**config.mk**
```make
export PLATFORM = sky130hd
export DESIGN_NAME = mem_responder_flat
export DESIGN_NICKNAME = d
export VERILOG_FILES = /design/src/rtl/mem_responder_pkg.sv /design/src/rtl/mem_responder_if.sv /design/src/rtl/mem_responder_array.sv /design/src/rtl/mem_responder.sv /design/src/flat_wrapper.sv
export SDC_FILE = /design/constraint.sdc
export NUM_CORES = 1
export LEC_CHECK = 0
export CORE_MARGIN = 5
export CORE_UTILIZATION = 30
export CTS_BUF_LIST = sky130_fd_sc_hd__clkbuf_4
export DETAILED_ROUTE_END_ITERATION = 8
export PLACE_DENSITY = 0.52
export SLEW_MARGIN = 25
export SYNTH_ARGS = -nofsm -noshare
export SYNTH_HDL_FRONTEND = slang
export SYNTH_SLANG_ARGS = --single-unit
```
**constraint.sdc**
```tcl
create_clock -name clk -period 2.2 [get_ports clk]
set_clock_uncertainty 0.15 [all_clocks]
set_input_delay 0.22 -clock clk [delete_from_list [all_inputs] [get_ports clk]]
set_output_delay 0.22 -clock clk [all_outputs]
set_load 0.02 [all_outputs]
```
**src/rtl/mem_responder_pkg.sv**
```systemverilog
// Shared types and helpers for the mem_responder slice: FSM states, response record, parity.
// Global width defaults `WIDTH / `ADDR_WIDTH live here.
`ifndef WIDTH
`define WIDTH 8
`endif
`ifndef ADDR_WIDTH
`define ADDR_WIDTH 4
`endif

package mem_pkg;

   typedef enum logic {
      INIT,
      RUN
   } state_e;

   typedef struct packed {
      logic              ready;
      logic              err;
      logic [`WIDTH-1:0] rdata;
   } resp_t;

   localparam int unsigned PAR_MAX_W = 64;

   // Zero-extension does not change parity, so one wide helper serves every WIDTH up to 64.
   function automatic logic even_parity(input logic [PAR_MAX_W-1:0] d);
      return ^d;
   endfunction

endpackage

```
**src/rtl/mem_responder_if.sv**
```systemverilog
// Valid/ready memory request interface: the initiator drives the request, the responder the reply.
`ifndef WIDTH
`define WIDTH 8
`endif
`ifndef ADDR_WIDTH
`define ADDR_WIDTH 4
`endif

interface mem_responder_if #(
   parameter int WIDTH      = `WIDTH,
   parameter int ADDR_WIDTH = `ADDR_WIDTH
);
   logic                  valid;
   logic                  wr_rd;
   logic [ADDR_WIDTH-1:0] addr;
   logic [WIDTH-1:0]      wdata;
   logic                  ready;
   logic                  err;
   logic [WIDTH-1:0]      rdata;

   modport master (
      output valid, wr_rd, addr, wdata,
      input  ready, err, rdata
   );

   modport slave (
      input  valid, wr_rd, addr, wdata,
      output ready, err, rdata
   );
endinterface

```
**src/rtl/mem_responder_array.sv**
```systemverilog
// Storage for mem_responder: single write/read port, registered read data that is zero when no read.
// With MEM_RESPONDER_PARITY_EN each word carries an even-parity bit checked on read.
`ifndef WIDTH
`define WIDTH 8
`endif
`ifndef ADDR_WIDTH
`define ADDR_WIDTH 4
`endif

module mem_responder_array
   import mem_pkg::*;
#(
   parameter int WIDTH      = `WIDTH,
   parameter int ADDR_WIDTH = `ADDR_WIDTH,
   parameter int DEPTH      = 2**ADDR_WIDTH
) (
   input  logic                  clk,
   input  logic                  rst,
   input  logic                  we_i,
   input  logic                  re_i,
   input  logic [ADDR_WIDTH-1:0] addr_i,
   input  logic [WIDTH-1:0]      wdata_i,
   output logic [WIDTH-1:0]      rdata_o
`ifdef MEM_RESPONDER_PARITY_EN
   ,
   input  logic                  wpar_i,
   output logic                  perr_o
`endif
);

   logic [WIDTH-1:0] mem_q [DEPTH];
   logic [WIDTH-1:0] rdata_q, rdata_d;

   always_ff @(posedge clk) begin
      if (we_i) begin
         mem_q[addr_i] <= wdata_i;
      end
   end

   always_comb begin
      rdata_d = '0;
      if (re_i) begin
         rdata_d = mem_q[addr_i];
      end
   end

   always_ff @(posedge clk or negedge rst) begin
      if (!rst) begin
         rdata_q <= '0;
      end else begin
         rdata_q <= rdata_d;
      end
   end

   assign rdata_o = rdata_q;

`ifdef MEM_RESPONDER_PARITY_EN
   logic par_q [DEPTH];
   logic perr_q, perr_d;

   always_ff @(posedge clk) begin
      if (we_i) begin
         par_q[addr_i] <= wpar_i;
      end
   end

   always_comb begin
      perr_d = 1'b0;
      if (re_i) begin
         perr_d = even_parity(PAR_MAX_W'(mem_q[addr_i])) != par_q[addr_i];
      end
   end

   always_ff @(posedge clk or negedge rst) begin
      if (!rst) begin
         perr_q <= 1'b0;
      end else begin
         perr_q <= perr_d;
      end
   end

   assign perr_o = perr_q;
`endif

endmodule

```
**src/rtl/mem_responder.sv**
```systemverilog
// Memory responder: clears the array after reset (INIT), then answers every request one cycle later.
// Optional parity protection selected by MEM_RESPONDER_PARITY_EN (adds the perr_inject input).
`ifndef WIDTH
`define WIDTH 8
`endif
`ifndef ADDR_WIDTH
`define ADDR_WIDTH 4
`endif

module mem_responder
   import mem_pkg::*;
#(
   parameter int WIDTH      = `WIDTH,
   parameter int ADDR_WIDTH = `ADDR_WIDTH,
   parameter int DEPTH      = 2**ADDR_WIDTH
) (
   input  logic            clk,
   input  logic            rst,
   mem_responder_if.slave  bus,
   output logic            init_done
`ifdef MEM_RESPONDER_PARITY_EN
   ,
   input  logic            perr_inject
`endif
);

   localparam logic [ADDR_WIDTH:0]   DEPTH_W  = (ADDR_WIDTH+1)'(DEPTH);
   localparam logic [ADDR_WIDTH-1:0] PTR_LAST = ADDR_WIDTH'(DEPTH-1);

   state_e                state_q, state_d;
   logic [ADDR_WIDTH-1:0] ptr_q, ptr_d;
   logic                  init_done_q, init_done_d;
   logic                  ready_q, ready_d;
   logic                  err_q, err_d;

   logic                  run;
   logic                  in_range;
   logic                  arr_we;
   logic                  arr_re;
   logic [ADDR_WIDTH-1:0] arr_addr;
   logic [WIDTH-1:0]      arr_wdata;

   assign run      = (state_q == RUN);
   assign in_range = {1'b0, bus.addr} < DEPTH_W;

   always_comb begin
      state_d     = state_q;
      ptr_d       = ptr_q;
      init_done_d = init_done_q;
      if (!run) begin
         ptr_d = ptr_q + 1'b1;
         if (ptr_q == PTR_LAST) begin
            state_d     = RUN;
            init_done_d = 1'b1;
            ptr_d       = '0;
         end
      end
      ready_d = bus.valid;
      err_d   = bus.valid & (~run | ~in_range);
   end

   always_ff @(posedge clk or negedge rst) begin
      if (!rst) begin
         state_q     <= INIT;
         ptr_q       <= '0;
         init_done_q <= 1'b0;
         ready_q     <= 1'b0;
         err_q       <= 1'b0;
      end else begin
         state_q     <= state_d;
         ptr_q       <= ptr_d;
         init_done_q <= init_done_d;
         ready_q     <= ready_d;
         err_q       <= err_d;
      end
   end

   // The sweep owns the port during INIT; bus requests there are answered with err only.
   assign arr_we    = ~run | (bus.valid & bus.wr_rd & in_range);
   assign arr_re    = run & bus.valid & ~bus.wr_rd & in_range;
   assign arr_addr  = run ? bus.addr : ptr_q;
   assign arr_wdata = run ? bus.wdata : '0;

`ifdef MEM_RESPONDER_PARITY_EN
   logic arr_wpar;
   logic arr_perr;

   assign arr_wpar = run & (even_parity(PAR_MAX_W'(bus.wdata)) ^ perr_inject);
`endif

   mem_responder_array #(
      .WIDTH      (WIDTH),
      .ADDR_WIDTH (ADDR_WIDTH),
      .DEPTH      (DEPTH)
   ) u_array (
      .clk     (clk),
      .rst     (rst),
      .we_i    (arr_we),
      .re_i    (arr_re),
      .addr_i  (arr_addr),
      .wdata_i (arr_wdata),
      .rdata_o (bus.rdata)
`ifdef MEM_RESPONDER_PARITY_EN
      ,
      .wpar_i  (arr_wpar),
      .perr_o  (arr_perr)
`endif
   );

   assign bus.ready = ready_q;
   assign init_done = init_done_q;
`ifdef MEM_RESPONDER_PARITY_EN
   assign bus.err   = err_q | arr_perr;
`else
   assign bus.err   = err_q;
`endif

endmodule

```
**src/flat_wrapper.sv**
```systemverilog
// flat-port wrapper written by rule: the top's interface ports become plain ports
module mem_responder_flat import mem_pkg::*;
#(
   parameter int WIDTH      = `WIDTH,
   parameter int ADDR_WIDTH = `ADDR_WIDTH,
   parameter int DEPTH      = 2**ADDR_WIDTH
)
  (clk, rst, init_done, bus_valid, bus_wr_rd, bus_addr, bus_wdata, bus_ready, bus_err, bus_rdata);
  mem_responder_if #(.WIDTH(WIDTH), .ADDR_WIDTH(ADDR_WIDTH)) bus_i ();
  input  logic clk;
  input  logic rst;
  output logic init_done;
  input wire logic [$bits(bus_i.valid)-1:0] bus_valid;
  input wire logic [$bits(bus_i.wr_rd)-1:0] bus_wr_rd;
  input wire logic [$bits(bus_i.addr)-1:0] bus_addr;
  input wire logic [$bits(bus_i.wdata)-1:0] bus_wdata;
  output wire logic [$bits(bus_i.ready)-1:0] bus_ready;
  output wire logic [$bits(bus_i.err)-1:0] bus_err;
  output wire logic [$bits(bus_i.rdata)-1:0] bus_rdata;
  assign bus_i.valid = bus_valid;
  assign bus_i.wr_rd = bus_wr_rd;
  assign bus_i.addr = bus_addr;
  assign bus_i.wdata = bus_wdata;
  assign bus_ready = bus_i.ready;
  assign bus_err = bus_i.err;
  assign bus_rdata = bus_i.rdata;
  mem_responder #(.WIDTH(WIDTH), .ADDR_WIDTH(ADDR_WIDTH), .DEPTH(DEPTH)) u_core (.clk(clk), .rst(rst), .bus(bus_i), .init_done(init_done));
endmodule
```
== Word-level counts from Yosys, hierarchy flattened ==
Memory sizes are Yosys's and may differ from the RTL's.
Cells that the tools add are included.
W data, S select, Z words.
Cells by class
  add/sub/neg operators: 1
  equality and inequality tests: 1
  mux-type cells: 8
  bitwise gates (word level): 7
  reduce and logical (&&, ||, !) cells: 1
Operator list (count)
  $mux W8: 2
  $mux W4: 2
  $add A4 B1 Y4 const B: 1
  $and A1 B1 Y1: 4
  $eq A4 B4 Y1 const B: 1
  $mux W1: 4
  $not A1 Y1: 2
  $reduce_and A2 Y1: 1
  $or A1 B1 Y1: 1
Word-level totals
  flip-flop bits (word level): 16
  bits in writable memories: 128
  bits of input ports: 16
  memories kept: 1
Memories
  u_core.u_array.mem_q: words 16, width 8, read ports 1, clocked after memory_dff 0, wr ports 1, line mem_responder_array.sv:31  | logic [WIDTH-1:0] mem_q [DEPTH];

== Logic depth before layout (Yosys ltp) ==
  depth in word-level cells: 4
  depth in mapped cells: 8
  gate-level depth less buffers: 5

== By module ==
From an unflattened synthesis, not the netlist that was laid out.
Unflattened totals
  cells, all modules: 311
  area, all modules: 5718.0 um2
By module, submodules not included
  mem_responder_array: instances 1, cells an instance 270, area an instance 5278.8 um2
  mem_responder: instances 1, cells an instance 41, area an instance 439.2 um2

== Worst setup path after synthesis ==
Ideal clock, no wire load.
  path kind: reg-to-reg
  start point: register u_core.ptr_q[0]
  end point: memory u_core.u_array.mem_q[10][0] in the netlist's numbering, enable pin
  library setup time: 0.370 ns
  arrival: 1.623 ns
  data required time: 1.680 ns
  path slack: 0.056 ns
  stages on the path, launching flop included: 7
  clock period less this slack: 2.144 ns
  cells stage by stage: dfrtp_1 buf_4 mux2i_1 buf_4 buf_4 nand2_1 nor2_1
Between the ends
  cells in the longest elaborated chain, start to end: 1
Ends and longest elaborated chain
  from (decl): line mem_responder.sv:31  | logic [ADDR_WIDTH-1:0] ptr_q, ptr_d;
  from (signal assigned): line mem_responder.sv:71  | ptr_q <= ptr_d;
  $mux W4: line mem_responder.sv:81  | assign arr_addr = run ? bus.addr : ptr_q;
  to (decl): line mem_responder_array.sv:31
No other way between the ends.

== Worst setup path in the final report ==
  start point: register u_core.state_q, in the netlist u_core.run
  end point: register u_core.u_array.rdata_q[5], in the netlist u_core.u_array.rdata_o[5]
Between the ends
  cells in the longest elaborated chain, start to end: 3
  elaborated cells on any way between the ends: 5
  those cells by class: mux: 2; bitwise: 2; memory: 1
Ends and longest elaborated chain
  from (decl): line mem_responder.sv:30  | state_e state_q, state_d;
  from (signal assigned): line mem_responder.sv:70  | state_q <= state_d;
  $mux W4 or $and A1 B1 Y1 (tied branches): line mem_responder.sv:81, mem_responder.sv:80
  $mem_v2 Z16 W8 or $and A1 B1 Y1 (tied branches)
  $mux W8 (*): line mem_responder_array.sv:42  | if (re_i) begin
  via u_core.u_array.rdata_d[5]: line mem_responder_array.sv:32  | logic [WIDTH-1:0] rdata_q, rdata_d;
  to (signal assigned): line mem_responder_array.sv:51  | rdata_q <= rdata_d;
  to (decl): line mem_responder_array.sv:32
The timed path passes the listed nets; every way through them passes the cells marked *.
A chain may end at the register's enable or synchronous reset.

==> qor.yml <==
setup_path:
  required_ns: 2.49
  critPathKind: "reg2reg"
  critPathLaunch: "u_core.run"
  critPathMostFrequentCell: "buf_4"
  critPathMaxFanout: 9
  r2r_start: "u_core.run"
  cp.arrival_ns: 2.40
  path_cells: "buf_4, or3_1, and2_4, buf_4, o22ai_1, o21ai_0, nor4bb_1"
  reg2reg_slack_ns: 0.09
  cp-start-kind: "flop"
  slowest_stage: "dfrtp_1"
  crit_buf_inv: 2
  cpPeakStageDelay_ns: 0.45
  endpoint_kind: "flop"
  critical-path-top-delay-family: "simple AND/OR/NAND/NOR gates"
sta:
  worst_pin_slew_ns: 0.639
  setup_ws_ns: 0.0882
  min_period_ns: 2.11
  hold_viol_final: 0
  slew_viol_final: 0
  slew_headroom_pct: 57.4
  fmax_ghz: 0.474
  setup-violations-final: 0
  period_share_pct: 96.0
route:
  ant_nets: 0
  drt-initial-drc-count: 324
  drc_errors: 0
  viasPerCell: 4.81
  wl_per_cell_microns: 18.3
  wl_microns: 13800
  vias: 3629
  drt-pass1-iter-count: 5
grt:
  overflow: 0
  grt_antenna_before_repair: 1
  grt_max_degree: 17
  grt_pass1_wl_microns: 21300
  grt.total_usage_pct: 12.9
  grt_pass1_vias: 3672
clocking:
  cts_buffers: 17
  clockRootBuffer: "clkbuf_4"
  cts_tree: "done"
  ctsHtreeMaxLevel: 4
  cts_buffer_depth: 2
  clock_sinks: 144
  cts.clk_slew.worst_paths_ns: 0.14
  clock_latency_ns: 0.55
synth:
  synthCells: 387
  synth.avg_cell_area_sq_um: 15.0
  async_flop_share_pct: 11.1
  syn-num-nets: 404
  yosys-top-cells-area: "edfxtp_1, dfrtp_1, mux2i_1"
  yosys-top-cells-count: "edfxtp_1, nand2_1, o22ai_1"
  synth.largest_area_cell: "edfxtp_1"
  syn_area_sq_um: 5800
  synth_top_area_share_pct: 66.2
  synth.ff_latch_count: 144
  seq_area_frac_synth_pct: 73.1
  yosys.cell_count.top_type: "edfxtp_1"
  ys.flop_type: "edfxtp_1"
  ys_types: 42
  ys_warn_count: 0
  synth_edf_count: 128
placement:
  dp.cells: 716
  port_buffers: 26
  pre_cts_ws_ns: -0.146
  place_congestion: 0.874
  dpl.hpwl_microns: 9750
cells_and_area:
  layout-drive-gt1-share_pct: 23.1
  finalNonFillerCells: 754
  layout.nets: 497
  final_util_pct: 37.7
  area_growth_pct: 22.7
power:
  switching_power_mw: 1.30
  clock_power_share_pct: 32.0
  leakage_nw: 2.48
  power_frac_comb_pct: 7.5
  power_density_nw_per_um2: 696
  post-layout-total-power_mw: 4.95
  ir_worst_vdd_mv: 0.263
  p_seq_share_pct: 60.5
  intPower_mw: 3.66
  swShare_pct: 26.2
hold_path:
  hold_path_class: "in2reg"
  hp-start: "bus_valid"
flow_run:
  maxCapViolations: 0
die:
  rows: 50
  die_area_sq_um: 22200
  die_x_microns: 149
  die_height_microns: 149
  start_util_pct: 30.7
  io_pins: 27
  core_sq_um: 18900
run_status:
  status: "finished, final reports clean"
[registers in the layout, indices dropped and copies added (netlist names)]
register / cells
u_core.ptr_q: 4
u_core.u_array.rdata_o: 8
u_core.run: 1
u_core.u_array.mem_q: 128
u_core.bus.ready: 1
u_core.init_done: 1
u_core.bus.err: 1
[logic make-up (layout without fill, tap and decap cells)]
| family | Yosys count | count (layout) | share of synthesized area (%) |
|---|---|---|---|
| AO/OA/AOI/OAI | 84 | 84 | 9.36 |
| XOR/XNOR | 1 | 1 | 0.151 |
| adder cells (fa/ha/maj) | 1 | 1 | 0.216 |
| buffers and inverters | 18 | 124 | 2.26 |
| flip-flops | 144 | 144 | 73.1 |
| multiplexers | 22 | 22 | 4.33 |
| other | 0 | 1 | 0 |
| AND/OR/NAND/NOR | 117 | 117 | 10.6 |
[final timing paths]
| kind | endpoint | depth (start not counted) |
|---|---|---|
| max | u_core.u_array.rdata_o[5] | 7 |
| min | u_core.bus.ready | 1 |
| max reg2reg | u_core.u_array.rdata_o[5] | 7 |
| min reg2reg | u_core.init_done | 1 |
| max in group asynchronous | u_core.u_array.rdata_o[4] | 3 |
| min in group asynchronous | u_core.ptr_q[3] | 3 |
[metrics by stage]
stage | cell area, sq um | setup TNS [ns] | hold slack [ns]
6_report | 7120 | 0 | 0.0502
5_1_grt | 7120 | -0.0784 | 0.0124
4_1_cts | 7100 | 0 | 0.0133
3_5_place_dp | 6770 | -0.750 | 0.334
3_3_place_gp | 6770 | -0.829 | 0.312
2_1_floorplan | 5800 | 0 | -0.226
[repair_timing]
| item | CTS | global route |
|---|---|---|
| hold buffers | 1 | 0 |
| gates resized for setup | 2 | 7 |
| buffers inserted | 4 | 0 |
| endpoints found under the hold margin | 16 | 0 |
| setup endpoints to repair | 3 | 4 |
[per-layer routing]
metal,vias to the layer above,track usage [%],part of all wire [%]
met5,-,0,0
met4,0,4.71,2.0
met3,19,3.07,4.5
met2,96,20.8,48
met1,1819,17.1,46
li1,1695,-,-
[power groups by stage]
stage / clock network, mW / logic [mW] / registers (mW)
finish: 1.59 / 0.369 / 3.00
floorplan: 0 / 0.165 / 3.07
detailed placement: 0 / 0.362 / 3.06
global placement: 0 / 0.357 / 3.06
global route: 1.77 / 0.401 / 3.00
CTS: 1.63 / 0.372 / 3.00
[final cells by class]
class / count / area [sq um]
Fill cell: 1813 / 11800
Sequential cell: 144 / 4240
Multi-Input combinational cell: 225 / 1460
Timing Repair Buffer: 91 / 817
Tap cell: 260 / 325
Clock inverter: 15 / 143
Clock buffer: 17 / 128
Inverter: 1 / 3.75
Antenna cell: 1 / 2.50
[placed cells by master (no fill, tap or decap), types with 16 or more instances in the layout]
| cell type | netlist | final |
|---|---|---|
| nor2_1 | 18 | 18 |
| clkbuf_4 | 0 | 17 |
| nand3_1 | 26 | 26 |
| clkdlybuf4s50_1 | 0 | 26 |
| a21oi_1 | 16 | 16 |
| nand2_1 | 36 | 36 |
| o22ai_1 | 28 | 26 |
| edfxtp_1 | 128 | 128 |
| dfrtp_1 | 16 | 16 |
| buf_4 | 6 | 58 |
No activity file was read; power rests on OpenSTA's default activity.
